===== src/rtl/instr_encoder.sv =====
// -----------------------------------------------------------------------------
// instr_encoder
//
// Turns one field-level instruction request per handshake into 32-bit MIPS
// machine words on a valid/ready output stream. This is the inverse of the
// decode-stage opcode classification. The pseudo-instructions li, move, b and
// bnez are expanded into real R/I-type words. li can take two words (lui then
// ori). While the second word is pending, the input side is stalled.
//
// Parameters:
//   LI_OPT     1: li emits a single word when either immediate half is zero
//              0: li always emits lui+ori
//
// Ports:
//   clock      system clock, all state updates on posedge
//   reset      asynchronous active-high reset
//   in_valid   request present
//   in_ready   request accepted on posedge when in_valid & in_ready
//   in_kind    0=R 1=I 2=J 3=LI 4=MOVE 5=B 6=BNEZ 7=illegal
//   in_opcode  opcode for I and J kinds
//   in_rs      rs field (source register for MOVE/BNEZ)
//   in_rt      rt field (destination register for LI)
//   in_rd      rd field (destination register for MOVE)
//   in_shamt   shamt for R kind
//   in_funct   funct for R kind
//   in_imm     immediate; LI uses all 32 bits, I/B/BNEZ use [15:0]
//   in_target  J-kind target
//   out_valid  out_instr holds a word
//   out_ready  consumer takes the word on posedge when out_valid & out_ready
//   out_instr  encoded word
//   out_last   word is the final word of its request
//   err        one-cycle pulse after an illegal request was accepted
// -----------------------------------------------------------------------------
module instr_encoder #(
  parameter bit LI_OPT = 1'b1
) (
  input  logic        clock,
  input  logic        reset,
  input  logic        in_valid,
  output logic        in_ready,
  input  logic [2:0]  in_kind,
  input  logic [5:0]  in_opcode,
  input  logic [4:0]  in_rs,
  input  logic [4:0]  in_rt,
  input  logic [4:0]  in_rd,
  input  logic [4:0]  in_shamt,
  input  logic [5:0]  in_funct,
  input  logic [31:0] in_imm,
  input  logic [25:0] in_target,
  output logic        out_valid,
  input  logic        out_ready,
  output logic [31:0] out_instr,
  output logic        out_last,
  output logic        err
);

  localparam logic [0:0] ST_IDLE   = 1'b0;
  localparam logic [0:0] ST_SECOND = 1'b1;

  localparam logic [2:0] K_R    = 3'd0;
  localparam logic [2:0] K_I    = 3'd1;
  localparam logic [2:0] K_J    = 3'd2;
  localparam logic [2:0] K_LI   = 3'd3;
  localparam logic [2:0] K_MOVE = 3'd4;
  localparam logic [2:0] K_B    = 3'd5;
  localparam logic [2:0] K_BNEZ = 3'd6;

  localparam logic [5:0] OP_SPECIAL = 6'h00;
  localparam logic [5:0] OP_J       = 6'h02;
  localparam logic [5:0] OP_JAL     = 6'h03;
  localparam logic [5:0] OP_BEQ     = 6'h04;
  localparam logic [5:0] OP_BNE     = 6'h05;
  localparam logic [5:0] OP_ORI     = 6'h0D;
  localparam logic [5:0] OP_LUI     = 6'h0F;
  localparam logic [5:0] FN_ADDU    = 6'h21;

  logic [0:0]  r_state;
  logic [31:0] r_pending;
  logic        r_out_valid;
  logic [31:0] r_out_instr;
  logic        r_out_last;
  logic        r_err;

  logic        w_handoff;
  logic        w_accept;
  logic        w_in_ready;
  logic [15:0] w_hi;
  logic [15:0] w_lo;
  logic [31:0] w_word;
  logic        w_last;
  logic        w_two;
  logic [31:0] w_pend;
  logic        w_illegal;

  assign w_hi       = in_imm[31:16];
  assign w_lo       = in_imm[15:0];
  assign w_handoff  = r_out_valid & out_ready;
  // Only combinational input-to-output path: in_ready follows out_ready.
  assign w_in_ready = (r_state == ST_IDLE) & (~r_out_valid | out_ready);
  assign w_accept   = in_valid & w_in_ready;

  assign in_ready  = w_in_ready;
  assign out_valid = r_out_valid;
  assign out_instr = r_out_instr;
  assign out_last  = r_out_last;
  assign err       = r_err;

  // Decode the incoming request into its first word and an optional pending second word.
  always_comb begin
    w_word    = 32'h0000_0000;
    w_last    = 1'b1;
    w_two     = 1'b0;
    w_pend    = 32'h0000_0000;
    w_illegal = 1'b0;
    case (in_kind)
      K_R:    w_word = {OP_SPECIAL, in_rs, in_rt, in_rd, in_shamt, in_funct};
      K_I:    w_word = {in_opcode, in_rs, in_rt, w_lo};
      K_J: begin
        if ((in_opcode == OP_J) || (in_opcode == OP_JAL)) begin
          w_word = {in_opcode, in_target};
        end else begin
          w_illegal = 1'b1;
        end
      end
      K_LI: begin
        if ((LI_OPT == 1'b1) && (w_hi == 16'h0000)) begin
          // Upper half empty: ori from $zero loads the value, including imm==0.
          w_word = {OP_ORI, 5'd0, in_rt, w_lo};
        end else if ((LI_OPT == 1'b1) && (w_lo == 16'h0000)) begin
          w_word = {OP_LUI, 5'd0, in_rt, w_hi};
        end else begin
          // The second word ors the low half into the register that lui just wrote.
          w_word = {OP_LUI, 5'd0, in_rt, w_hi};
          w_last = 1'b0;
          w_two  = 1'b1;
          w_pend = {OP_ORI, in_rt, in_rt, w_lo};
        end
      end
      K_MOVE: w_word = {OP_SPECIAL, 5'd0, in_rs, in_rd, 5'd0, FN_ADDU};
      K_B:    w_word = {OP_BEQ, 5'd0, 5'd0, w_lo};
      K_BNEZ: w_word = {OP_BNE, 5'd0, in_rs, w_lo};
      default: w_illegal = 1'b1;
    endcase
  end

  // Sequence state, output word register, pending-word latch and error pulse.
  always_ff @(posedge clock or posedge reset) begin
    if (reset) begin
      r_state     <= ST_IDLE;
      r_pending   <= 32'h0000_0000;
      r_out_valid <= 1'b0;
      r_out_instr <= 32'h0000_0000;
      r_out_last  <= 1'b0;
      r_err       <= 1'b0;
    end else begin
      r_err <= w_accept & w_illegal;
      case (r_state)
        ST_IDLE: begin
          if (w_accept && !w_illegal) begin
            // A load in the same edge as a handoff replaces the word without a bubble.
            r_out_valid <= 1'b1;
            r_out_instr <= w_word;
            r_out_last  <= w_last;
            if (w_two) begin
              r_state   <= ST_SECOND;
              r_pending <= w_pend;
            end else begin
              r_state   <= ST_IDLE;
            end
          end else if (w_handoff) begin
            r_out_valid <= 1'b0;
          end else begin
            r_out_valid <= r_out_valid;
          end
        end
        ST_SECOND: begin
          if (w_handoff) begin
            r_out_instr <= r_pending;
            r_out_last  <= 1'b1;
            r_pending   <= 32'h0000_0000;
            r_state     <= ST_IDLE;
          end else begin
            r_state     <= ST_SECOND;
          end
        end
        default: begin
          r_state     <= ST_IDLE;
          r_out_valid <= 1'b0;
        end
      endcase
    end
  end

endmodule


===== config.mk =====
export PLATFORM = sky130hd
export DESIGN_NAME = instr_encoder
export DESIGN_NICKNAME = d
export VERILOG_FILES = /design/src/rtl/instr_encoder.sv
export SDC_FILE = /design/constraint.sdc
export NUM_CORES = 1
export LEC_CHECK = 0
export ABC_CLOCK_PERIOD_IN_PS = 4700
export BUFFER_PORTS_ARGS = -buffer_cell sky130_fd_sc_hd__buf_2
export CAP_MARGIN = 20
export CORE_MARGIN = 4
export CORE_UTILIZATION = 53
export DETAILED_ROUTE_END_ITERATION = 10
export MAX_ROUTING_LAYER = met4
export PLACE_DENSITY = 0.86
export SYNTH_ARGS = -nofsm -noshare
export SYNTH_HDL_FRONTEND = slang
export SYNTH_SLANG_ARGS = --single-unit
export TNS_END_PERCENT = 10

===== constraint.sdc =====
create_clock -name clock -period 4.7 [get_ports clock]
set_input_delay 0.47 -clock clock [delete_from_list [all_inputs] [get_ports clock]]
set_output_delay 0.47 -clock clock [all_outputs]
set_load 0.01 [all_outputs]

# Word-level counts from Yosys, hierarchy flattened
# Index checks and enable logic that the tools add are counted.
# W data, S select, Z words.
[totals] register_bits=68 out_inout_bits=36 elab_cells=65
[op_classes] n_reduce_logical=11 n_bitwise=7 n_eq_ne=11 n_mux=30
[op_table] cell="$pmux W32 S7" n=1
[op_table] cell="$mux W32" n=6
[op_table] cell="$pmux W32 S2" n=2
[op_table] cell="$mux W30" n=3
[op_table] cell="$logic_not A16 Y1" n=2
[op_table] cell="$mux W28" n=1
[op_table] cell="$mux W1" n=14
[op_table] cell="$eq A6 B2 Y1 const B" n=2
[op_table] cell="$eq A3 B3 Y1 const B" n=3
[op_table] cell="$eq A3 B2 Y1 const B" n=2
[op_table] cell="$pmux W1 S2" n=3
[op_table] cell="$reduce_or A6 Y1" n=1
[op_table] cell="$and A1 B1 Y1" n=4
[op_table] cell="$ne A2 B1 Y1 const B" n=2
[op_table] cell="$reduce_and A2 Y1" n=2
[op_table] cell="$eq A3 B1 Y1 const B" n=1
[op_table] cell="$logic_not A3 Y1" n=1
[op_table] cell="$reduce_and A3 Y1" n=1
[op_table] cell="$ne A2 B2 Y1 const B" n=1
[op_table] cell="$not A1 Y1" n=2
[op_table] cell="$reduce_bool A2 Y1" n=1
[op_table] cell="$logic_and A1 B1 Y1" n=1
[op_table] cell="$logic_not A1 Y1" n=1
[op_table] cell="$logic_or A1 B1 Y1" n=1
[op_table] cell="$or A1 B1 Y1" n=1

# Longest topological paths before layout
[depth] word_depth=8 mapped_depth=8 mapped_depth_nobuf=5

# Least setup slack after synthesis
# No wires, ideal clock.
[synth_timing] path_type="input-to-reg" start="in in_opcode[2]" end="reg r_pending[10]" cell_stages=6 arrival_time_ns=1.893 setup_ns=0.079 setup_slack_ns=2.727 t_required_ns=4.621 path_cell_list="nor4_4 -> a2111o_1 -> nand2_4 -> nor3_4 -> buf_6 -> mux2i_1"
[synth_between] elab_chain_cells=8 elab_cells_between_ends=9
[synth_rtl] item="start: declaration" line="42" source="input logic [5:0] in_opcode,"
[synth_rtl] item="$eq A6 B2 Y1" line="119" source="if ((in_opcode == OP_J) || (in_opcode == OP_JAL)) begin"
[synth_rtl] item="$logic_or A1 B1 Y1 (*)" line="119"
[synth_rtl] item="$mux W1 (*)" line="119"
[synth_rtl] item="$pmux W1 S2 (*)" line="115" source="case (in_kind)"
[synth_rtl] item="$logic_not A1 Y1 (*)" line="159" source="if (w_accept && !w_illegal) begin"
[synth_rtl] item="$logic_and A1 B1 Y1 (*)" line="159"
[synth_rtl] item="$ne A2 B1 Y1 (no source line) (*)"
[synth_rtl] item="$reduce_and A3 Y1 (no source line) (*)"
[synth_rtl] item="end signal: assignment" line="166" source="r_pending <= w_pend;"
[synth_rtl] item="end: declaration" line="78" source="logic [31:0] r_pending;"
# Every way passes the cells marked *; elsewhere a longest branch is shown, timed or not.
# A chain may end at the register's enable or synchronous reset.

# Final worst setup path
[layout_timing] start="in in_kind[2]" end="reg r_pending[0]"
[layout_between] elab_chain_cells=7 elab_cells_between_ends=19
[layout_rtl] item="start: declaration" line="41" source="input logic [2:0] in_kind,"
[layout_rtl] item="$eq A3 B2 Y1, or another cell as far along" line="115"
[layout_rtl] item="$reduce_or A6 Y1 (no source line)"
[layout_rtl] item="$pmux W1 S2" line="115"
[layout_rtl] item="$logic_not A1 Y1" line="159"
[layout_rtl] item="$logic_and A1 B1 Y1" line="159"
[layout_rtl] item="$ne A2 B1 Y1 (no source line)"
[layout_rtl] item="$reduce_and A3 Y1 (no source line)"
# Parallel ways exist; a longest one is shown, timed or not. The select of a mux whose other input is x is not followed.

==> impl_metrics.csv <==
group,metric,value,unit
setup_path,arrival,3.23,ns
setup_path,r2r_setup_slack,2.17,ns
clocking,cts_root_buffer,"clkbuf_8",
setup_path,worstPathRequired,4.96,ns
cells_and_area,drive_gt1_share,31.35,%
placed_design,place_ws,1.417,ns
global_routing,grt_pass1_vias,3593,
floorplanning,rows,29,
synthesis,synth_top_flop_cell,"dfrtp_1",
timing,setup_tns,0,ns
timing,slew_headroom,30.24,%
global_routing,antenna_found_initial,0,
route,wl_per_cell,19.10,um
setup_path,worstRegToRegCells,6,
run_status,status,"complete, no violations",
clocking,post_cts_buffers,0,
power_and_ir_drop,power.leakage,2.158,nW
worst_hold_path,hp-class,"in2async",
global_routing,gr-total-overflow,0,
global_routing,grt_pass1_wl,17.27,mm
power_and_ir_drop,finalPower,1.806,mW
setup_path,path_cells,"buf_2 -> nor2b_1 -> a2111o_1 -> nand2_4 -> nor3_4 -> buf_4 -> mux2i_1",
setup_path,endpoint_kind,"flip-flop",
clocking,numCtsBuffers,9,
synthesis,ys_warn_count,0,
synthesis,ys_seq_elements,58,
cells_and_area,syn2layout_area_growth,24.53,%
synthesis,yosys.cell_types.count,43,
route,final_antenna_net_count,0,
synthesis,avgSynthCellArea,9.024,um2
route,routed_wl,11.10,mm
setup_path,r2r_start,"r_state",
synthesis,async_reset_ff_share,100.0,%
setup_path,crit_end,"r_pending[0]",
setup_path,start_kind,"input port",
clocking,cts-resized-gates,0,
clocking,cts.sinks,58,
setup_path,timing.rr.end,"r_pending[0]",
placed_design,portBuffers,132,
clocking,worstSkewPairLatency,0.34,ns
power_and_ir_drop,p_per_area,421.9,nW/um2
setup_path,critical-path-top-delay-family,"simple AND/OR/NAND/NOR gates",
cells_and_area,nNetsFinal,596,
clocking,h-tree-depth,3,
timing,fmax,336.0,MHz
timing,slew_viol_final,0,
power_and_ir_drop,worst_ir_drop_vdd,0.2303,mV
floorplanning,io_pins,133,
placed_design,dpl.hpwl,7.808,mm
route,drcViolationCount,0,
placed_design,dp.cells,564,
synthesis,synth_edf_count,0,
route,drt_pre_antenna_iters,5,
timing,finalHoldViolCount,0,
clocking,clockBufferDepth,2,
setup_path,crit_start,"in_kind[2]",
synthesis,yosysSeqAreaShare,42.21,%
clocking,clk_pin_slew_worst_paths,0.07,ns
synthesis,synth_fp_nets,478,
cells_and_area,final_core_util,67.82,%
route,drt-initial-drc-count,338,
flow_run,max-cap-violations,0,
timing,worst_pin_slew,1.046,ns
timing,skew,0.007019,ns
timing,holdWs,0.3251,ns
synthesis,syn-cell-area,3438,um2
cells_and_area,final_common_cell,"buf_2",
placed_design,place_congestion,0.9111,
clocking,cts_tree,"yes",
global_routing,grt_max_degree,59,
timing,fin_ws,1.724,ns
placed_design,place_area,4076,um2
global_routing,grt_usage,29.92,%
setup_path,path_max_fanout,23,
timing,setup_viol,0,
setup_path,cp_num_buf_inv,2,
setup_path,path_depth,7,
floorplanning,start_util,54.46,%
setup_path,path_class,"in2reg",
timing,rsz0062_at_grt,"false",
timing,finalCritPeriodShare,63.32,%
setup_path,cp_slowest_stage_delay,0.79,ns
synthesis,synthCells,381,
cells_and_area,finalInstanceArea,4282,um2
floorplanning,floorplan.die.width,88.55,um
cells_and_area,final_cell_mix,"buf_2 (132), dfrtp_1 (58), nand2_1 (50), inv_1 (30)",
floorplanning,die_y,88.55,um
timing,min_period,2.976,ns
cells_and_area,diodes,0,
floorplanning,die-area,7840,um2
cells_and_area,fin_cells,581,
clocking,cts_hold_buf,0,
route,via_per_inst,6.164,
floorplanning,core,6314,um2
setup_path,cp_slowest_cell,"nor3_4",
route,num_vias,3581,
## Yosys cell counts, types with 4 or more instances
master / count / area share, %
and2_1: 4 / 0.73
a21o_1: 4 / 0.87
and3_1: 13 / 2.4
nand2_1: 50 / 5.5
a21oi_1: 29 / 4.2
nand3_1: 5 / 0.73
a221oi_1: 17 / 4.3
buf_2: 4 / 0.58
o2bb2ai_1: 8 / 2.0
nor2_1: 5 / 0.55
nor2b_1: 5 / 0.91
a22oi_1: 5 / 1.1
o21ai_0: 29 / 4.2
a31oi_1: 4 / 0.73
inv_1: 31 / 3.4
clkbuf_1: 20 / 2.2
a32o_1: 7 / 2.0
nor4_1: 8 / 1.5
a22o_1: 13 / 3.3
mux2i_1: 22 / 6.4
a2bb2oi_1: 5 / 1.3
dfrtp_1: 58 / 42
## worst min-delay path by stage
stage / cells after the start / endpoint / from / slack, ns
finish: 3 / out_instr[21] / reset / 0.33
global route: 3 / r_pending[14] / in_imm[14] / 0.39
CTS: 3 / out_instr[0] / reset / 0.36
detailed placement: 2 / out_instr[20] / out_instr[20] / 0.47
global placement: 2 / out_instr[19] / out_instr[19] / 0.46
floorplan: 1 / r_pending[28] / r_pending[28] / 0.47
## report_power, final
group / total [mW] / switching, mW / internal, mW
clock: 0.448 / 0.207 / 0.241
sequential: 0.794 / 0.118 / 0.677
combinational: 0.565 / 0.321 / 0.243
## registers in the layout, summed over array words and instances (netlist names)
register   flops
err            1
out_instr     32
out_last       1
out_valid      1
r_pending     22
r_state        1
## cells by family (layout without fill, tap and decap cells)
kind of cell | count (synthesis) | in the layout | synth area share [%]
compound gates | 135 | 135 | 27.51
simple gates | 104 | 104 | 15.72
buf+inv | 60 | 183 | 7.496
flops | 58 | 58 | 42.21
mux | 24 | 24 | 7.060
## metal layers
metal  wire, um  GRT usage [%]  share of wire (%)
met1       4645          38.37                 42
met4        238          12.77                2.1
met3       1050          4.749                9.5
met2       5165          47.04                 47
met5          0              -                  0
## final cells by class
| cell class | count | area, um2 |
|---|---|---|
| tap | 77 | 96.34 |
| sequential | 58 | 1451 |
| clock buffer | 10 | 127.6 |
| multi-input combinational | 263 | 1729 |
| clock inverter | 6 | 57.56 |
| inverter | 31 | 116.4 |
| fill | 516 | 2032 |
| timing repair buffer | 136 | 703.2 |
## tightest hold or removal path: stages
cell and delay (ns):
buf_2 0.10, inv_2 0.03, buf_4 0.57
(Power assumes the default switching activity.)
